===== config.mk =====
export PLATFORM = sky130hd
export DESIGN_NAME = mul_controller
export DESIGN_NICKNAME = d
export VERILOG_FILES = /design/src/rtl/mul_pkg.sv /design/src/rtl/mul_step.sv /design/src/rtl/mul_controller.sv
export SDC_FILE = /design/constraint.sdc
export NUM_CORES = 1
export LEC_CHECK = 0
export BUFFER_PORTS_ARGS = -buffer_cell sky130_fd_sc_hd__buf_2
export CORE_ASPECT_RATIO = 1.4
export CORE_MARGIN = 5
export CORE_UTILIZATION = 56
export CTS_CLUSTER_SIZE = 40
export DETAILED_ROUTE_END_ITERATION = 16
export PLACE_DENSITY = 0.81
export SETUP_SLACK_MARGIN = 0.15
export SYNTH_ARGS = -nofsm -noshare
export SYNTH_HDL_FRONTEND = slang
export SYNTH_SLANG_ARGS = --single-unit

===== constraint.sdc =====
create_clock -name clk -period 3.6 [get_ports clk]
set_input_delay 0 -clock clk [delete_from_list [all_inputs] [get_ports clk]]
set_output_delay 0 -clock clk [all_outputs]
set_load 0.005 [all_outputs]

===== src/rtl/mul_pkg.sv =====
`default_nettype none
// ============================================================================
// Module      : mul_pkg
// Description : Shared types and constants for the shift-add multiply
//               sequencer (state encoding, default width, counter sizing).
// Revision    : 1.0 - initial release
// ============================================================================
package mul_pkg;

  // Sequencer states: waiting for a multiply, or iterating shift-add steps
  typedef enum logic [0:0] {
    IDLE = 1'b0,
    RUN  = 1'b1
  } state_t;

  localparam int DEFAULT_WIDTH = 32;

  // Iteration counter width; needs to hold 0..w-1
  function automatic int cnt_width(input int w);
    return (w > 1) ? $clog2(w) : 1;
  endfunction

  localparam int DEFAULT_CNT_W = cnt_width(DEFAULT_WIDTH);

endpackage : mul_pkg
`default_nettype wire


===== src/rtl/mul_step.sv =====
`default_nettype none
// ============================================================================
// Module      : mul_step
// Description : One radix-2 shift-add iteration. If the multiplier LSB in
//               P[0] is set, the multiplicand is added to the upper half;
//               the (W+1)-bit sum and lower half are then shifted right.
// Revision    : 1.0 - initial release
// ============================================================================
module mul_step
  import mul_pkg::*;
#(
  parameter int WIDTH = DEFAULT_WIDTH
) (
  input  logic [2*WIDTH-1:0] p_i,
  input  logic [WIDTH-1:0]   m_i,
  output logic [2*WIDTH-1:0] p_o
);

  logic [WIDTH:0] addend_w;
  logic [WIDTH:0] sum_w;

  // Conditional add into the upper half, keeping the carry so that
  // full-range operands produce an exact 2W-bit product
  always_comb begin
    addend_w = p_i[0] ? {1'b0, m_i} : '0;
    sum_w    = {1'b0, p_i[2*WIDTH-1:WIDTH]} + addend_w;
    p_o      = {sum_w, p_i[WIDTH-1:1]};
  end

endmodule : mul_step
`default_nettype wire


===== src/rtl/mul_controller.sv =====
`default_nettype none
// ============================================================================
// Module      : mul_controller
// Description : Multi-cycle unsigned multiply sequencer owning the HI/LO
//               registers. Accepts a start from IDLE, iterates WIDTH
//               shift-add steps, commits the product to {hi, lo} and
//               pulses done. Stalls dependent HI/LO reads and new starts
//               while a multiply is in flight.
// Revision    : 1.0 - initial release
// ============================================================================
module mul_controller
  import mul_pkg::*;
#(
  parameter int WIDTH = DEFAULT_WIDTH
) (
  input  logic             clk,
  input  logic             reset,
  input  logic             start,
  input  logic [WIDTH-1:0] srca,
  input  logic [WIDTH-1:0] srcb,
  input  logic             rdreq,
  input  logic             rdsel,
  output logic [WIDTH-1:0] rddata,
  output logic [WIDTH-1:0] hi,
  output logic [WIDTH-1:0] lo,
  output logic             busy,
  output logic             stall,
  output logic             done
);

  localparam int CW = cnt_width(WIDTH);
  localparam logic [CW-1:0] C_LAST = CW'(WIDTH - 1);

  state_t             state_q, state_d;
  logic [2*WIDTH-1:0] p_q, p_d;
  logic [WIDTH-1:0]   m_q, m_d;
  logic [CW-1:0]      cnt_q, cnt_d;
  logic [WIDTH-1:0]   hi_q, hi_d;
  logic [WIDTH-1:0]   lo_q, lo_d;
  logic               done_q, done_d;

  logic [2*WIDTH-1:0] p_step_w;
  logic               last_w;

  mul_step #(
    .WIDTH (WIDTH)
  ) u_step (
    .p_i (p_q),
    .m_i (m_q),
    .p_o (p_step_w)
  );

  assign last_w = (cnt_q == C_LAST);

  // Next-state logic: accept in IDLE, iterate in RUN, commit on the last step
  always_comb begin
    state_d = state_q;
    p_d     = p_q;
    m_d     = m_q;
    cnt_d   = cnt_q;
    hi_d    = hi_q;
    lo_d    = lo_q;
    done_d  = 1'b0;
    unique case (state_q)
      IDLE: begin
        if (start) begin
          m_d     = srca;
          p_d     = {{WIDTH{1'b0}}, srcb};
          cnt_d   = '0;
          state_d = RUN;
        end
      end
      RUN: begin
        p_d   = p_step_w;
        cnt_d = cnt_q + CW'(1);
        if (last_w) begin
          hi_d    = p_step_w[2*WIDTH-1:WIDTH];
          lo_d    = p_step_w[WIDTH-1:0];
          done_d  = 1'b1;
          cnt_d   = '0;
          state_d = IDLE;
        end
      end
      default: state_d = IDLE;
    endcase
  end

  // State and datapath registers with synchronous active-low reset
  always_ff @(posedge clk) begin
    if (!reset) begin
      state_q <= IDLE;
      p_q     <= '0;
      m_q     <= '0;
      cnt_q   <= '0;
      hi_q    <= '0;
      lo_q    <= '0;
      done_q  <= 1'b0;
    end else begin
      state_q <= state_d;
      p_q     <= p_d;
      m_q     <= m_d;
      cnt_q   <= cnt_d;
      hi_q    <= hi_d;
      lo_q    <= lo_d;
      done_q  <= done_d;
    end
  end

  // Pipeline-facing outputs: no added latency on busy, stall or rddata
  always_comb begin
    busy   = (state_q == RUN);
    stall  = busy & (start | rdreq);
    rddata = rdsel ? hi_q : lo_q;
    hi     = hi_q;
    lo     = lo_q;
    done   = done_q;
  end

endmodule : mul_controller
`default_nettype wire


=== After elaboration in Yosys (flattened, before gate mapping) ===
Cells that the tools add are included.

* Register bits after elaboration: 167
* Logic and storage cells: 28

* Add/subtract/negate cells: 2
* Equal/unequal tests: 2
* Multiplexer cells: 11
* Bitwise logic cells: 3
* Reductions and logical operators: 3

{| class="wikitable"
|+ Operators by type and width
! cell !! number
|-
| $pmux W64 S2 || 1
|-
| $mux W32 || 2
|-
| $mux W64 || 1
|-
| $add A32 B33 Y33 || 1
|-
| $mux W5 || 2
|-
| $pmux W5 S2 || 1
|-
| $reduce_and A2 Y1 || 3
|-
| $add A5 B1 Y5 const B || 1
|-
| $eq A5 B5 Y1 const B || 1
|-
| $mux W1 || 3
|-
| $ne A2 B2 Y1 const B || 1
|-
| $pmux W1 S2 || 1
|-
| $and A1 B1 Y1 || 1
|-
| $not A1 Y1 || 1
|-
| $or A1 B1 Y1 || 1
|}

=== Logic depth before layout (Yosys ltp) ===
* Word-level depth: 3
* Gate-level depth with buffers: 12
* Gate-level depth less buffers: 12

=== Cells and area by module ===
A second synthesis with hierarchy kept.

* Cells, all modules: 1,055
* Area, all modules: 9,046.2 µm²

{| class="wikitable"
|+ By module, submodules not included
! module !! times used !! cells an instance !! area an instance (µm²) !! sequential area each (µm²)
|-
| mul_controller || 1 || 734 || 6,824.0 || 3,343.2
|-
| mul_step || 1 || 321 || 2,222.1 || 0.0
|}

=== Worst setup path before layout ===
Ideal clock, no wire load.

* Path kind: register to register
* From: register p_q[0]
* To: register hi_q[27], in the netlist hi[27]
* Library setup time: 0.127 ns
* Data arrival time: 2.521 ns
* Data required time: 3.473 ns
* Setup slack: 0.952 ns
* Cell stages (with the launch flop): 12
* Clock period less this slack: 2.648 ns
* Path through: dfxtp_1 -> clkbuf_1 -> nand2_1 -> fa_1 -> and2b_1 -> o211ai_1 -> a21boi_2 -> o21ai_2 -> o21ba_4 -> o21ai_4 -> nor2_1 -> or3_1

* Word-level cells in the longest chain between the ends: 2

{| class="wikitable"
|+ RTL lines
! item !! RTL line !! RTL
|-
| start: declaration || mul_controller.sv:35 || <nowiki>logic [2*WIDTH-1:0] p_q, p_d;</nowiki>
|-
| start signal: assignment || mul_controller.sv:100 || <nowiki>p_q <= p_d;</nowiki>
|-
| $mux W32 || mul_step.sv:25 || <nowiki>addend_w = p_i[0] ? {1'b0, m_i} : '0;</nowiki>
|-
| $add A32 B33 Y33 || mul_step.sv:26 || <nowiki>sum_w = {1'b0, p_i[2*WIDTH-1:WIDTH]} + addend_w;</nowiki>
|-
| end signal: assignment || mul_controller.sv:103 || <nowiki>hi_q <= hi_d;</nowiki>
|-
| end: declaration || mul_controller.sv:38 || <nowiki>logic [WIDTH-1:0] hi_q, hi_d;</nowiki>
|}

Every way passes these cells.
A chain may end at the register's enable or synchronous reset.

=== Final worst setup path ===
* From: register p_q[0]
* To: register hi_q[30], in the netlist hi[30]

The elaborated chain is that of the path after synthesis.

==> results.py <==
metrics = {
    "critical_path": {
        "arrival_ps": 3260,
        "crit_buf_inv": 1,
        "crit_chain": "buf_4 > and2_1 > ha_1 > a21o_1 > a21o_1 > a21oi_2 > nand4_1 > a31oi_2 > a32o_1 > xor2_1 > o21ai_1",
        "cpLargestDelayFamily": "compound AO/OA/AOI/OAI gates",
        "end_kind": "flip-flop",
        "cpMaxStageDelayCell": "dfxtp_1",
        "cp.required_ps": 3910,
        "path_common_cell": "a21o_1",
        "path_class": "reg2reg",
        "cp-start-kind": "flip-flop",
        "cp_max_fo": 25,
        "slowest_delay_ps": 430,
    },
    "routing": {
        "vias_per_cell": 5.63,
        "vias": 7581,
        "drc": 0,
        "ant_nets": 0,
        "wl_per_cell_um": 17.0,
        "wirelength_um": 22900,
        "dr.pass1.iters": 5,
        "detail_route.iter0.violations": 424,
    },
    "sta": {
        "tightest_slew_ps": 1070,
        "finalMaxSlewViolations": 0,
        "whs_ps": 0.769,
        "fin_crit_sh_pct": 81.8,
        "skew_ps": 11.4,
        "maxSlewHeadroom_pct": 28.5,
        "min_period_ps": 2950,
        "rsz0062_at_grt": "false",
        "hold_violations": 0,
        "max_freq_ghz": 0.340,
        "setup-tns-final_ps": 0,
        "setup_viol": 0,
    },
    "floorplan": {
        "core_sq_mm": 0.0149,
        "start_util_pct": 56.6,
        "boundaryPins": 168,
        "die_w_um": 114,
        "die_height_um": 155,
        "dieArea_sq_mm": 0.0177,
        "num_rows": 53,
    },
    "yosys": {
        "synth_top_family_by_area": "compound AO/OA/AOI/OAI gates",
        "synth_ff_type": "dfxtp_1",
        "synth-edff-count": 0,
        "synthesis.area_sq_mm": 0.00845,
        "syn-num-nets": 1053,
        "yosysWarningCount": 0,
        "syn_inst": 949,
        "ys_seq_area_share_pct": 39.6,
        "synth.avg_cell_area_sq_um": 8.90,
        "async_reset_ff_share_pct": 0,
        "synth-simple-area-share_pct": 18.1,
        "yosys.area.top_type": "dfxtp_1",
        "synth_fa_ha_area_share_pct": 5.27,
        "ys_top_cells_by_area": "dfxtp_1 (40%), a22o_1 (6.7%), nand2_1 (6.0%), ha_1 (5.0%), and2_1 (4.9%)",
        "muxShareOfSynthArea_pct": 8.29,
        "synth_top_area_share_pct": 39.6,
        "ys_ff_latch": 167,
        "synth.distinct_cells": 63,
        "synth_xor_area_share_pct": 2.59,
        "synth-compound-area-share_pct": 22.4,
        "synth_commonest_cells": "dfxtp_1 (167), nand2_1 (135), and2_1 (66)",
        "synth_most_common_cell": "dfxtp_1",
    },
    "final_layout": {
        "layout.nets": 1245,
        "fin_util_pct": 71.0,
        "drive_gt1_share_pct": 23.0,
        "instances_no_fill": 1346,
        "diodes": 0,
        "areaGrowthSynthToFinish_pct": 25.4,
        "num-fill-cells": 1145,
    },
    "global_routing": {
        "antenna_found_initial": 0,
        "gr-total-overflow": 0,
        "grt_start_max_net_pins": 72,
        "grt_usage_pct": 25.9,
        "grt_pass1_vias": 7462,
        "grt_pass1_wl_um": 37500,
    },
    "power_and_ir_drop": {
        "irDropWorstVdd_mv": 0.310,
        "powerDensity_mw_per_mm2": 387,
        "p_leak_nw": 4.85,
    },
    "hold_path": {
        "holdCritPathClass": "in2reg",
    },
    "clock_tree": {
        "cts_resized": 0,
        "cts_buffer_depth": 2,
        "clock-sinks": 167,
        "numCtsBuffers": 17,
        "clk_latency_ps": 430,
        "cts_tree": "yes",
        "root_buffer": "clkbuf_16",
        "htreeDepth": 4,
        "clk_pin_slew_ps": 70,
    },
    "run": {
        "max-cap-violations": 0,
    },
    "placed_design": {
        "gp_congestion": 0.938,
        "post-place-cells": 1252,
        "hpwl_um": 16000,
        "numPortBuffers": 167,
    },
    "outcome": {
        "outcome": "complete, no violations",
    },
}
-- per-stage QoR --
| step | area [sq um] | total power, mW | setup slack (ps) |
|---|---|---|---|
| after floorplan | 8450 | 2.14 | 952 |
| after global placement | 9380 | 2.23 | 813 |
| after detailed placement | 9380 | 2.24 | 719 |
| after CTS | 10600 | 4.12 | 669 |
| after global routing | 10600 | 4.25 | 426 |
| final | 10600 | 4.10 | 655 |
-- layout make-up --
class	count	area [sq um]	area share, %
clock buffer	18	439	4.14
clock inverter	14	161	1.52
inverter	12	45.0	0.425
multi-input combinational	702	4810	45.4
sequential	167	3340	31.6
tap	192	240	2.27
timing repair buffer	241	1560	14.7
-- worst reg2reg max path, delay by kind of cell (launching register included) --
| kind | cells | cell delay (ps) |
|---|---|---|
| compound gates | 6 | 1280 |
| simple gates | 2 | 330 |
| flops | 1 | 430 |
| buf+inv | 1 | 270 |
| fa+ha+maj | 1 | 310 |
| xor+xnor | 1 | 210 |
-- flip-flops by register name, indices dropped and copies added (netlist names) --
signal	flops
cnt_q	5
p_q	64
m_q	32
busy	1
lo	32
done	1
hi	32
-- cell usage in the layout (no fill, tap or decap), types with 34 or more instances in the layout --
cell type / count
buf_2: 167
a22o_1: 65
dlygate4sd3_1: 62
ha_1: 34
o21ai_0: 53
and2_1: 66
a21oi_1: 43
a21boi_0: 35
mux2i_1: 34
dfxtp_1: 166
nand2_1: 135
-- report_power, final --
part	total, mW	switching (mW)	internal, mW
clock	1.85	0.848	1.00
combinational	0.326	0.169	0.157
sequential	1.92	0.0300	1.89
total	4.10	1.05	3.05
-- path summary, 6_finish.rpt --
kind,from,to,slack [ps],cells past startpoint
worst min-delay path,srcb[10],p_q[10]$_SDFFE_PN0P_,0.8,4
worst min register to register,m_q[4]$_SDFFE_PN0P_,m_q[4]$_SDFFE_PN0P_,460,2
worst max-delay path,p_q[0]$_SDFFE_PN0P_,hi[30]$_SDFFE_PN0P_,650,11
worst max register to register,p_q[0]$_SDFFE_PN0P_,hi[30]$_SDFFE_PN0P_,650,11
-- per-layer routing --
layer | up-vias | track usage (%) | share of wire, % | wire length (um)
met4 | 0 | 8.66 | 2.2 | 507
met5 | - | 0 | 0 | 0
met2 | 214 | 46.3 | 51 | 11600
met3 | 48 | 3.39 | 4.3 | 978
met1 | 3572 | 31.9 | 43 | 9830
li1 | 3747 | - | - | -
-- kinds of logic after synthesis --
group                    Yosys count
AO/OA/AOI/OAI                    268
XOR/XNOR                          25
adder cells (fa/ha/maj)           35
flip-flops                       167
AND/OR/NAND/NOR                  308
multiplexers                      66
buffers and inverters             80
-- what timing repair did --
| action | in CTS | in global routing |
|---|---|---|
| buffers inserted | 0 | 0 |
| hold buffers | 62 | 0 |
| hold endpoints to repair | 67 | 0 |
(Power assumes the default switching activity.)
